**src/rtl/mtr_ramp_ctrl_pkg.sv**
```systemverilog
// Shared types for the motor ramp controller: speed word width, signed
// speed type and the sequencer state encoding.
package mtr_ctrl_pkg;

  localparam int unsigned SPD_W = 12;

  typedef logic signed [SPD_W-1:0] spd_t;

  typedef enum logic [2:0] {
    IDLE,
    RAMP,
    HOLD,
    STOP,
    FAULT
  } mtr_state_t;

endpackage

```
**src/rtl/mtr_ramp_ctrl_if.sv**
```systemverilog
// Command bus from navigation/PID logic to the ramp controller.
//   cmd_vld  : one-cycle strobe, capture cmd_lft/cmd_rght as new targets
//   cmd_lft  : signed left target speed
//   cmd_rght : signed right target speed
interface mtr_ramp_ctrl_if;
  import mtr_ctrl_pkg::*;

  logic cmd_vld;
  spd_t cmd_lft;
  spd_t cmd_rght;

  modport master (output cmd_vld, cmd_lft, cmd_rght);
  modport slave  (input  cmd_vld, cmd_lft, cmd_rght);
endinterface

```
**src/rtl/mtr_ramp_ctrl_spd_slew.sv**
```systemverilog
// One speed channel: holds the current speed register and moves it toward
// target by at most `step` on each tick.
//   clk, rst   : clock, async active-high reset (current -> 0)
//   tick       : ramp tick strobe; slew only happens on tick
//   step       : max |change| per tick (unsigned)
//   target     : signed target speed
//   force_zero : clear current on the next edge regardless of tick
//   cur        : registered current speed
module spd_slew
  import mtr_ctrl_pkg::*;
(
  input  logic             clk,
  input  logic             rst,
  input  logic             tick,
  input  logic [SPD_W-1:0] step,
  input  spd_t             target,
  input  logic             force_zero,
  output spd_t             cur
);

  spd_t               cur_q, cur_d;
  logic signed [SPD_W:0] diff;
  logic        [SPD_W:0] mag;

  always_comb begin
    // One extra bit keeps target-current in range for any pair of inputs.
    diff  = {target[SPD_W-1], target} - {cur_q[SPD_W-1], cur_q};
    mag   = diff[SPD_W] ? -diff : diff;
    cur_d = cur_q;
    if (force_zero) begin
      cur_d = '0;
    end else if (tick) begin
      if (mag <= {1'b0, step}) begin
        cur_d = target;
      end else if (diff[SPD_W]) begin
        cur_d = cur_q - $signed(step);
      end else begin
        cur_d = cur_q + $signed(step);
      end
    end
  end

  always_ff @(posedge clk or posedge rst) begin
    if (rst) cur_q <= '0;
    else     cur_q <= cur_d;
  end

  assign cur = cur_q;

endmodule

```
**src/rtl/mtr_ramp_ctrl.sv**
```systemverilog
// Motor-command sequencer: slew-limits left/right speed words to the motor
// driver and sequences enable, controlled stop, emergency stop and
// low-battery shutdown.
//   clk, rst  : clock, async active-high reset
//   en        : level, motors allowed to run
//   cmd       : command bus (slave) carrying cmd_vld/cmd_lft/cmd_rght
//   estop     : level, emergency stop
//   vbatt     : unsigned battery reading
//   lft_spd   : registered left speed to driver
//   rght_spd  : registered right speed to driver
//   at_tgt    : registered, high while in HOLD
//   batt_low  : sticky low-battery flag
//   fault     : high in FAULT
module mtr_ramp_ctrl
  import mtr_ctrl_pkg::*;
#(
  parameter int unsigned      STEP     = 8,
  parameter int unsigned      BRK_STEP = 32,
  parameter int unsigned      TICK_DIV = 1024,
  parameter logic [SPD_W-1:0] BATT_MIN = 12'hA00
) (
  input  logic                 clk,
  input  logic                 rst,
  input  logic                 en,
  mtr_ramp_ctrl_if.slave       cmd,
  input  logic                 estop,
  input  logic [SPD_W-1:0]     vbatt,
  output spd_t                 lft_spd,
  output spd_t                 rght_spd,
  output logic                 at_tgt,
  output logic                 batt_low,
  output logic                 fault
);

  localparam int unsigned      CNT_W  = (TICK_DIV > 1) ? $clog2(TICK_DIV) : 1;
  localparam logic [SPD_W-1:0] STEP_V = SPD_W'(STEP);
  localparam logic [SPD_W-1:0] BRK_V  = SPD_W'(BRK_STEP);

  mtr_state_t       state_q, state_d;
  spd_t             tgt_l_q, tgt_l_d, tgt_r_q, tgt_r_d;
  logic [CNT_W-1:0] cnt_q, cnt_d;
  logic [SPD_W-1:0] vbatt_q;
  logic             batt_low_q, batt_low_d;
  logic             at_tgt_q, at_tgt_d;
  logic             tick;
  logic [SPD_W-1:0] step_sel;
  logic             force_zero;
  logic             both_at, both_zero, cmd_new;

  assign tick       = (cnt_q == CNT_W'(TICK_DIV - 1));
  assign step_sel   = (state_q == STOP) ? BRK_V : STEP_V;
  assign force_zero = (state_q == FAULT) || (state_q == IDLE);
  assign both_at    = (lft_spd == tgt_l_q) && (rght_spd == tgt_r_q);
  assign both_zero  = (lft_spd == '0) && (rght_spd == '0);
  assign cmd_new    = (cmd.cmd_lft != tgt_l_q) || (cmd.cmd_rght != tgt_r_q);

  always_comb begin
    cnt_d      = tick ? '0 : cnt_q + 1'b1;
    batt_low_d = batt_low_q || (vbatt_q < BATT_MIN);
    state_d    = state_q;
    tgt_l_d    = tgt_l_q;
    tgt_r_d    = tgt_r_q;
    if (estop) begin
      state_d = FAULT;
      tgt_l_d = '0;
      tgt_r_d = '0;
    end else begin
      unique case (state_q)
        IDLE: begin
          if (cmd.cmd_vld && en && !batt_low_q) begin
            tgt_l_d = cmd.cmd_lft;
            tgt_r_d = cmd.cmd_rght;
            state_d = RAMP;
          end
        end
        RAMP, HOLD: begin
          if (batt_low_q || !en) begin
            // Zero targets on entry so the STOP slew heads for 0.
            tgt_l_d = '0;
            tgt_r_d = '0;
            state_d = STOP;
          end else if (cmd.cmd_vld) begin
            tgt_l_d = cmd.cmd_lft;
            tgt_r_d = cmd.cmd_rght;
            if (cmd_new) state_d = RAMP;
          end else if (both_at) begin
            state_d = HOLD;
          end
        end
        STOP: begin
          if (both_zero) state_d = IDLE;
        end
        FAULT: begin
          tgt_l_d = '0;
          tgt_r_d = '0;
          if (!en) state_d = IDLE;
        end
        default: state_d = IDLE;
      endcase
    end
    at_tgt_d = (state_d == HOLD);
  end

  always_ff @(posedge clk or posedge rst) begin
    if (rst) begin
      state_q    <= IDLE;
      tgt_l_q    <= '0;
      tgt_r_q    <= '0;
      cnt_q      <= '0;
      vbatt_q    <= '1;
      batt_low_q <= 1'b0;
      at_tgt_q   <= 1'b0;
    end else begin
      state_q    <= state_d;
      tgt_l_q    <= tgt_l_d;
      tgt_r_q    <= tgt_r_d;
      cnt_q      <= cnt_d;
      vbatt_q    <= vbatt;
      batt_low_q <= batt_low_d;
      at_tgt_q   <= at_tgt_d;
    end
  end

  spd_slew u_slew_lft (
    .clk        (clk),
    .rst        (rst),
    .tick       (tick),
    .step       (step_sel),
    .target     (tgt_l_q),
    .force_zero (force_zero),
    .cur        (lft_spd)
  );

  spd_slew u_slew_rght (
    .clk        (clk),
    .rst        (rst),
    .tick       (tick),
    .step       (step_sel),
    .target     (tgt_r_q),
    .force_zero (force_zero),
    .cur        (rght_spd)
  );

  assign at_tgt   = at_tgt_q;
  assign batt_low = batt_low_q;
  assign fault    = (state_q == FAULT);

endmodule

```
**src/flat_wrapper.sv**
```systemverilog
// flat-port wrapper written by rule: the top's interface ports become plain ports
module mtr_ramp_ctrl_flat import mtr_ctrl_pkg::*;
#(
  parameter int unsigned      STEP     = 8,
  parameter int unsigned      BRK_STEP = 32,
  parameter int unsigned      TICK_DIV = 1024,
  parameter logic [SPD_W-1:0] BATT_MIN = 12'hA00
)
  (clk, rst, en, estop, vbatt, lft_spd, rght_spd, at_tgt, batt_low, fault, cmd_cmd_vld, cmd_cmd_lft, cmd_cmd_rght);
  mtr_ramp_ctrl_if cmd_i ();
  input  logic clk;
  input  logic rst;
  input  logic en;
  input  logic estop;
  input  logic [SPD_W-1:0] vbatt;
  output spd_t lft_spd;
  output spd_t rght_spd;
  output logic at_tgt;
  output logic batt_low;
  output logic fault;
  input wire logic [$bits(cmd_i.cmd_vld)-1:0] cmd_cmd_vld;
  input wire logic [$bits(cmd_i.cmd_lft)-1:0] cmd_cmd_lft;
  input wire logic [$bits(cmd_i.cmd_rght)-1:0] cmd_cmd_rght;
  assign cmd_i.cmd_vld = cmd_cmd_vld;
  assign cmd_i.cmd_lft = cmd_cmd_lft;
  assign cmd_i.cmd_rght = cmd_cmd_rght;
  mtr_ramp_ctrl #(.STEP(STEP), .BRK_STEP(BRK_STEP), .TICK_DIV(TICK_DIV), .BATT_MIN(BATT_MIN)) u_core (.clk(clk), .rst(rst), .en(en), .cmd(cmd_i), .estop(estop), .vbatt(vbatt), .lft_spd(lft_spd), .rght_spd(rght_spd), .at_tgt(at_tgt), .batt_low(batt_low), .fault(fault));
endmodule
```
**config.mk**
```make
export PLATFORM = sky130hd
export DESIGN_NAME = mtr_ramp_ctrl_flat
export DESIGN_NICKNAME = d
export VERILOG_FILES = /design/src/rtl/mtr_ramp_ctrl_pkg.sv /design/src/rtl/mtr_ramp_ctrl_if.sv /design/src/rtl/mtr_ramp_ctrl_spd_slew.sv /design/src/rtl/mtr_ramp_ctrl.sv /design/src/flat_wrapper.sv
export SDC_FILE = /design/constraint.sdc
export NUM_CORES = 1
export LEC_CHECK = 0
export CAP_MARGIN = 25
export CORE_MARGIN = 1.5
export CORE_UTILIZATION = 37
export DETAILED_ROUTE_END_ITERATION = 8
export GPL_ROUTABILITY_DRIVEN = 0
export SETUP_SLACK_MARGIN = 0.4
export SYNTH_ARGS = -nofsm -noshare
export SYNTH_HDL_FRONTEND = slang
export SYNTH_HIERARCHICAL = 1
export SYNTH_SLANG_ARGS = --single-unit
```
**constraint.sdc**
```tcl
create_clock -name clk -period 11.6 [get_ports clk]
set_clock_uncertainty 0.1 [all_clocks]
set_input_delay 1.74 -clock clk [delete_from_list [all_inputs] [get_ports clk]]
set_output_delay 1.74 -clock clk [all_outputs]
set_load 0.1 [all_outputs]
```
==> results.toml, run 1 <==
[status]
status = "finished, final reports clean"

[worst_hold_path]
whs_path_depth = 1
min_to = "u_core/batt_low$_DFF_PP0_"
hold_start = "u_core/vbatt_q[11]$_DFF_PP1_"
hold_path.class = "flop to flop"

[worst_setup_path]
cp_data_required_time_ns = 11.72
endpoint_kind = "flop"
critPathKind = "flop to flop"
worstPathArrival_ns = 5.30
rr_endpoint = "u_core/u_slew_rght/cur[3]$_DFFE_PP0P_"
worstPathMaxFanout = 9
r2r-start = "u_core/tgt_r_q[0]$_DFFE_PP0P_"
r2r_slack_ns = 6.42
worstRegToRegCells = 19
critPathLaunchType = "flop"

[synthesis]
synth_cells = 899
synth_xor_area_share_pct = 14.3
synth_top_family_by_area = "compound AO/OA/AOI/OAI gates"
syn_area_per_cell_um2 = 8.43
ys_top_cells_by_area = "dfrtp_1, ha_1, xor2_1"
synth_seq_cells = 66
async_reset_ff_share_pct = 100
synth_top_area_cell = "dfrtp_1"
synthSimpleGateAreaFrac_pct = 19.0
synth-adder-area-share_pct = 13.4
ys_types = 98
synth_area_um2 = 7580
yosysWarnings = 6
synth_compound_area_share_pct = 25.5
synth_seq_area_share_pct = 21.8
synthTopCellsByCount = "ha_1, inv_1, nor2_1"
synth_mux_area_share_pct = 0.660
yosysMostFrequentCell = "ha_1"
synth_top_area_share_pct = 20.8
synthFlopType = "dfrtp_1"
synth-edff-count = 0

[finish]
syn2layout_area_growth_pct = 18.0
utilization_pct = 44.4
layout.nets = 1122
drive_above_1_share_pct = 7.05
fin_cells = 1277
diodes = 0

[timing]
slew_headroom_pct = 34.3
rsz0062_at_grt = "false"
setup_viol = 0
drv_slew = 0
finalCriticalPeriod_ns = 5.18
tns_ns = 0
finalCritPeriodShare_pct = 44.7
worst_pin_slew_ns = 0.983
final_hold_viol_count = 0
clock.fmax_ghz = 0.193

[floorplanning]
boundaryPins = 68
die_h_um = 146
die_area_um2 = 21400
rows = 52
initial_utilization_pct = 37.6
core_area_um2 = 20200
die_w_um = 146

[grt]
grt_pass1_wl_um = 35200
antenna_found_initial = 0
grt_max_degree = 47
gr-total-overflow = 0
grt.total_usage_pct = 20.5
grt_pass1_vias = 6609

[power_and_ir_drop]
irDropWorstVdd_mv = 0.0739
total_power_w = 0.000585
p_per_area_nw_per_um2 = 65.4
total_leakage_power_nw = 4.15

[clock_tree]
path_clk_slew_ns = 0.06
htreeDepth = 3
numClockSinks = 66
post-cts-setup-buffers = 0
cts_tree = "yes"
cts-hold-fix-buffers = 0
cts_root_buf = "clkbuf_16"
cts_resized = 0
clock_latency_ns = 0.33
cts_buffer_depth = 2
numCtsBuffers = 9

[detailed_routing]
vias_per_cell = 5.40
vias = 6899
antenna_left = 0
first_pass_iters = 5
post-route-drc-count = 0
wl_um = 21700
drt-initial-drc-count = 484
wl_per_cell_um = 17.0

[flow_run]
maxCapViolations = 0

[placed_design]
dpl.hpwl_um = 17100
portBuffers = 58
post-place-cells = 1261
==> worst max-delay path by stage <==
stage	from	end	slack (ns)	depth (start not counted)
floorplan	u_core/u_slew_lft/cur[1]$_DFFE_PP0P_	u_core/u_slew_lft/cur[0]$_DFFE_PP0P_	6.51	17
global placement	u_core/u_slew_lft/cur[1]$_DFFE_PP0P_	u_core/u_slew_lft/cur[11]$_DFFE_PP0P_	6.45	16
detailed placement	u_core/u_slew_lft/cur[1]$_DFFE_PP0P_	u_core/u_slew_lft/cur[11]$_DFFE_PP0P_	6.46	16
CTS	u_core/u_slew_lft/cur[1]$_DFFE_PP0P_	u_core/u_slew_lft/cur[11]$_DFFE_PP0P_	6.42	16
global route	u_core/tgt_r_q[0]$_DFFE_PP0P_	u_core/u_slew_rght/cur[3]$_DFFE_PP0P_	6.10	19
finish	u_core/tgt_r_q[0]$_DFFE_PP0P_	u_core/u_slew_rght/cur[3]$_DFFE_PP0P_	6.42	19
==> final cells by class <==
| type | instances | area (µm²) |
|---|---|---|
| clock buffers | 9 | 225 |
| flip-flops and latches | 66 | 1660 |
| inverters | 75 | 282 |
| multi-input cells | 786 | 5730 |
| well taps | 270 | 338 |
| clock inverters | 7 | 93.8 |
| fillers | 2041 | 11200 |
| repair buffers | 64 | 626 |
==> metal layers <==
layer,share of wire [%],GRT usage (%),vias to the layer above
li1,-,-,3462
met2,46,34.4,136
met3,3.7,1.94,16
met4,0.98,3.69,0
met5,0,0,-
met1,49,29.0,3285
==> sequential cells by signal, summed over array words and instances, names as in the netlist <==
signal / cells
u_core/vbatt_q: 3
u_core/tgt_l_q: 12
u_core/state_q: 3
u_core/tgt_r_q: 12
u_core/u_slew_rght/cur: 12
u_core/batt_low: 1
u_core/at_tgt: 1
u_core/cnt_q: 10
u_core/u_slew_lft/cur: 12
==> through the flow <==
step                      worst slack (ns)  hold slack, ns  instance area [µm²]
after floorplan                       6.51           0.348                 7780
after global placement                6.45           0.361                 8630
after detailed placement              6.46           0.364                 8630
after CTS                             6.42           0.376                 8950
after global routing                  6.10           0.404                 8950
final                                 6.42           0.371                 8950
==> placed cells by master, fill, tap and decap left out, types with 27 or more instances in the layout <==
master | Yosys | routed
ha_1 | 75 | 75
inv_1 | 72 | 71
nor2_1 | 70 | 70
xor2_1 | 69 | 69
dfrtp_1 | 63 | 63
clkdlybuf4s50_1 | 0 | 58
conb_1 | 1 | 54
xnor2_1 | 52 | 52
nand2_1 | 50 | 50
a21oi_1 | 44 | 44
o21ai_0 | 43 | 43
nand3_1 | 27 | 27
==> cell families (layout without fill, tap and decap cells) <==
| family | Yosys count | count (layout) |
|---|---|---|
| other | 1 | 54 |
| multiplexers | 5 | 5 |
| AND/OR/NAND/NOR | 265 | 265 |
| buffers and inverters | 100 | 155 |
| adder cells (fa/ha/maj) | 79 | 79 |
| flip-flops | 66 | 66 |
| AO/OA/AOI/OAI | 261 | 261 |
| XOR/XNOR | 122 | 122 |
==> report_power, final <==
group,switching [W],internal (W),total [W]
registers,0.000000741,0.000231,0.000232
clock network,0.000102,0.000188,0.000290
logic,0.0000363,0.0000271,0.0000634
==> worst max-delay path, stage by stage, from the launching register on <==
cell	delay [ns]
dfrtp_1	0.42
inv_1	0.13
ha_1	0.24
fa_1	0.41
nand2b_1	0.19
a211oi_2	0.37
o221a_2	0.34
nand3b_4	0.09
a2111oi_4	0.42
nor2_1	0.10
o21ai_0	0.21
xnor2_1	0.16
ha_1	0.27
a21o_1	0.18
a21oi_1	0.27
o211a_1	0.20
o31ai_1	0.07
and2_1	0.26
or4_1	0.50
o2111a_1	0.14
Note: power is estimated with default switching activity, not from simulation.
==> inputs of run 2 (changes only) <==
- clock period: 11.6 -> 5.2 ns (I/O delays scaled with it)
==> run 2 against run 1 <==
Worst setup slack lost 5.9 ns. Clock power increased by 93%. Via count is 1.9% higher. Fmax increased by 11%. Design area is 4.6% higher.
==> results.toml, run 2 (synthesis gave the netlist of run 1 again) <==
[power_and_ir_drop]
intPower_w = 0.000899
clkPwrFrac_pct = 46.0
p_comb_share_pct = 11.6
p_seq_share_pct = 42.5
swShare_pct = 26.3
p_per_area_nw_per_um2 = 130
irDropWorstVdd_mv = 0.139
switchingPower_w = 0.000321
total_power_w = 0.00122
total_leakage_power_nw = 4.34

[detailed_routing]
wl_per_cell_um = 17.1
post-route-drc-count = 0
drt-initial-drc-count = 557
vias = 7031
first_pass_iters = 5
vias_per_cell = 5.34
wl_um = 22500
antenna_left = 0

[floorplanning]
boundaryPins = 68
die_h_um = 146
core_area_um2 = 20200
die_w_um = 146
die_area_um2 = 21400
initial_utilization_pct = 37.6
rows = 52

[timing]
worst_pin_slew_ns = 0.986
slew_headroom_pct = 34.0
final_hold_viol_count = 0
tns_ns = 0
fin_ws_ns = 0.529
finalCriticalPeriod_ns = 4.67
drv_slew = 0
finalCritPeriodShare_pct = 89.8
setup_viol = 0
clock.fmax_ghz = 0.214
rsz0062_at_grt = "false"

[finish]
diodes = 0
drive_above_1_share_pct = 14.0
syn2layout_area_growth_pct = 23.4
layout_common_cells = "ha_1, inv_1, xor2_1, nor2_1, clkdlybuf4s50_1"
final_common_cell = "ha_1"
layout.nets = 1162
fin_cells = 1317

[placed_design]
dpl.hpwl_um = 17500
preCtsSetupSlack_ns = 0.271
portBuffers = 58
post-place-cells = 1283

[clock_tree]
clock_latency_ns = 0.34
htreeDepth = 3
numCtsBuffers = 9
cts_tree = "yes"
cts_root_buf = "clkbuf_16"
cts_buffer_depth = 2
numClockSinks = 66
path_clk_slew_ns = 0.06

[worst_setup_path]
cp_data_required_time_ns = 5.33
critPathKind = "flop to flop"
worstPathArrival_ns = 4.80
endpoint_kind = "flop"
critPathLaunchType = "flop"
worstPathMaxFanout = 4

[grt]
antenna_found_initial = 0
grt_pass1_wl_um = 34800
gr-total-overflow = 0
grt.total_usage_pct = 20.7
grt_max_degree = 47
grt_pass1_vias = 6339

[status]
status = "finished, final reports clean"

[flow_run]
maxCapViolations = 0

[worst_hold_path]
hold_path.class = "flop to flop"
run 2: changes by cell type in the layout (fill, tap and decap cells not counted), moves of 3 or more:
cell	before	now
a21oi_1	44	41
a21oi_2	0	3
dfrtp_1	63	49
buf_4	6	45
dfrtp_2	0	13
a2111oi_2	1	6
a2111oi_1	0	4
a2111oi_0	13	3
o21ai_0	43	40
o21ai_1	3	6
run 2: metal layers:
metal  track usage [%]  wire length, µm  up-vias
met1              29.5            10900     3305
met3              3.59              981       27
met5                 0                0        -
li1                  -                -     3546
met4              5.71              406        0
met2              32.2            10200      153
run 2: path summary, 6_finish.rpt:
kind                                                    endpoint  slack [ns]  cells after the start                          start
min                                    u_core/batt_low$_DFF_PP0_        0.37                      1   u_core/vbatt_q[11]$_DFF_PP1_
max reg2reg                u_core/u_slew_rght/cur[3]$_DFFE_PP0P_        0.53                     19  u_core/tgt_r_q[0]$_DFFE_PP0P_
max in group asynchronous          u_core/tgt_r_q[0]$_DFFE_PP0P_        3.69                      3                            rst
min reg2reg                            u_core/batt_low$_DFF_PP0_        0.37                      1   u_core/vbatt_q[11]$_DFF_PP1_
max                        u_core/u_slew_rght/cur[3]$_DFFE_PP0P_        0.53                     19  u_core/tgt_r_q[0]$_DFFE_PP0P_
min in group asynchronous   u_core/u_slew_lft/cur[5]$_DFFE_PP0P_        0.79                      2                            rst
run 2: timing repair:
item | in CTS | in global routing
pin swaps | 1 | 13
hold buffers | 0 | 0
endpoints found under the setup margin | 13 | 24
gates resized for setup | 4 | 37
endpoints found under the hold margin | 0 | 0
buffers inserted | 0 | 18
run 2: layout make-up:
class	count	area, µm²
Clock buffer	9	225
Clock inverter	7	45.0
Fill cell	2009	10800
Inverter	75	282
Multi-Input combinational cell	786	5860
Sequential cell	66	1680
Tap cell	270	338
Timing Repair Buffer	104	930
run 2: through the flow:
step           hold slack (ns)  area [µm²]  util (%)
3_5_place_dp             0.364        8810      43.7
5_1_grt                  0.380        9350      46.4
3_3_place_gp             0.359        8810      43.7
6_report                 0.370        9350      46.4
2_1_floorplan            0.348        7800         -
4_1_cts                  0.377        9090      45.1
run 2: power groups by stage:
| stage | clock network, W | registers, W | logic, W |
|---|---|---|---|
| floorplan | 0 | 0.000527 | 0.0000873 |
| global placement | 0 | 0.000527 | 0.000136 |
| detailed placement | 0 | 0.000527 | 0.000136 |
| CTS | 0.000574 | 0.000518 | 0.000137 |
| global route | 0.000601 | 0.000518 | 0.000158 |
| finish | 0.000561 | 0.000518 | 0.000141 |
run 2: critical path: stages, from the launching register on:
cell	delay, ns
dfrtp_2	0.41
inv_1	0.10
ha_1	0.23
fa_2	0.35
nand2b_4	0.16
a211oi_2	0.31
o221a_2	0.32
buf_4	0.14
o211ai_1	0.10
a21boi_2	0.23
nor2_1	0.09
o31ai_1	0.29
xor2_1	0.21
ha_1	0.28
a21oi_2	0.20
o211a_1	0.17
o31ai_1	0.07
and2_4	0.17
or4_1	0.49
o2111a_1	0.15
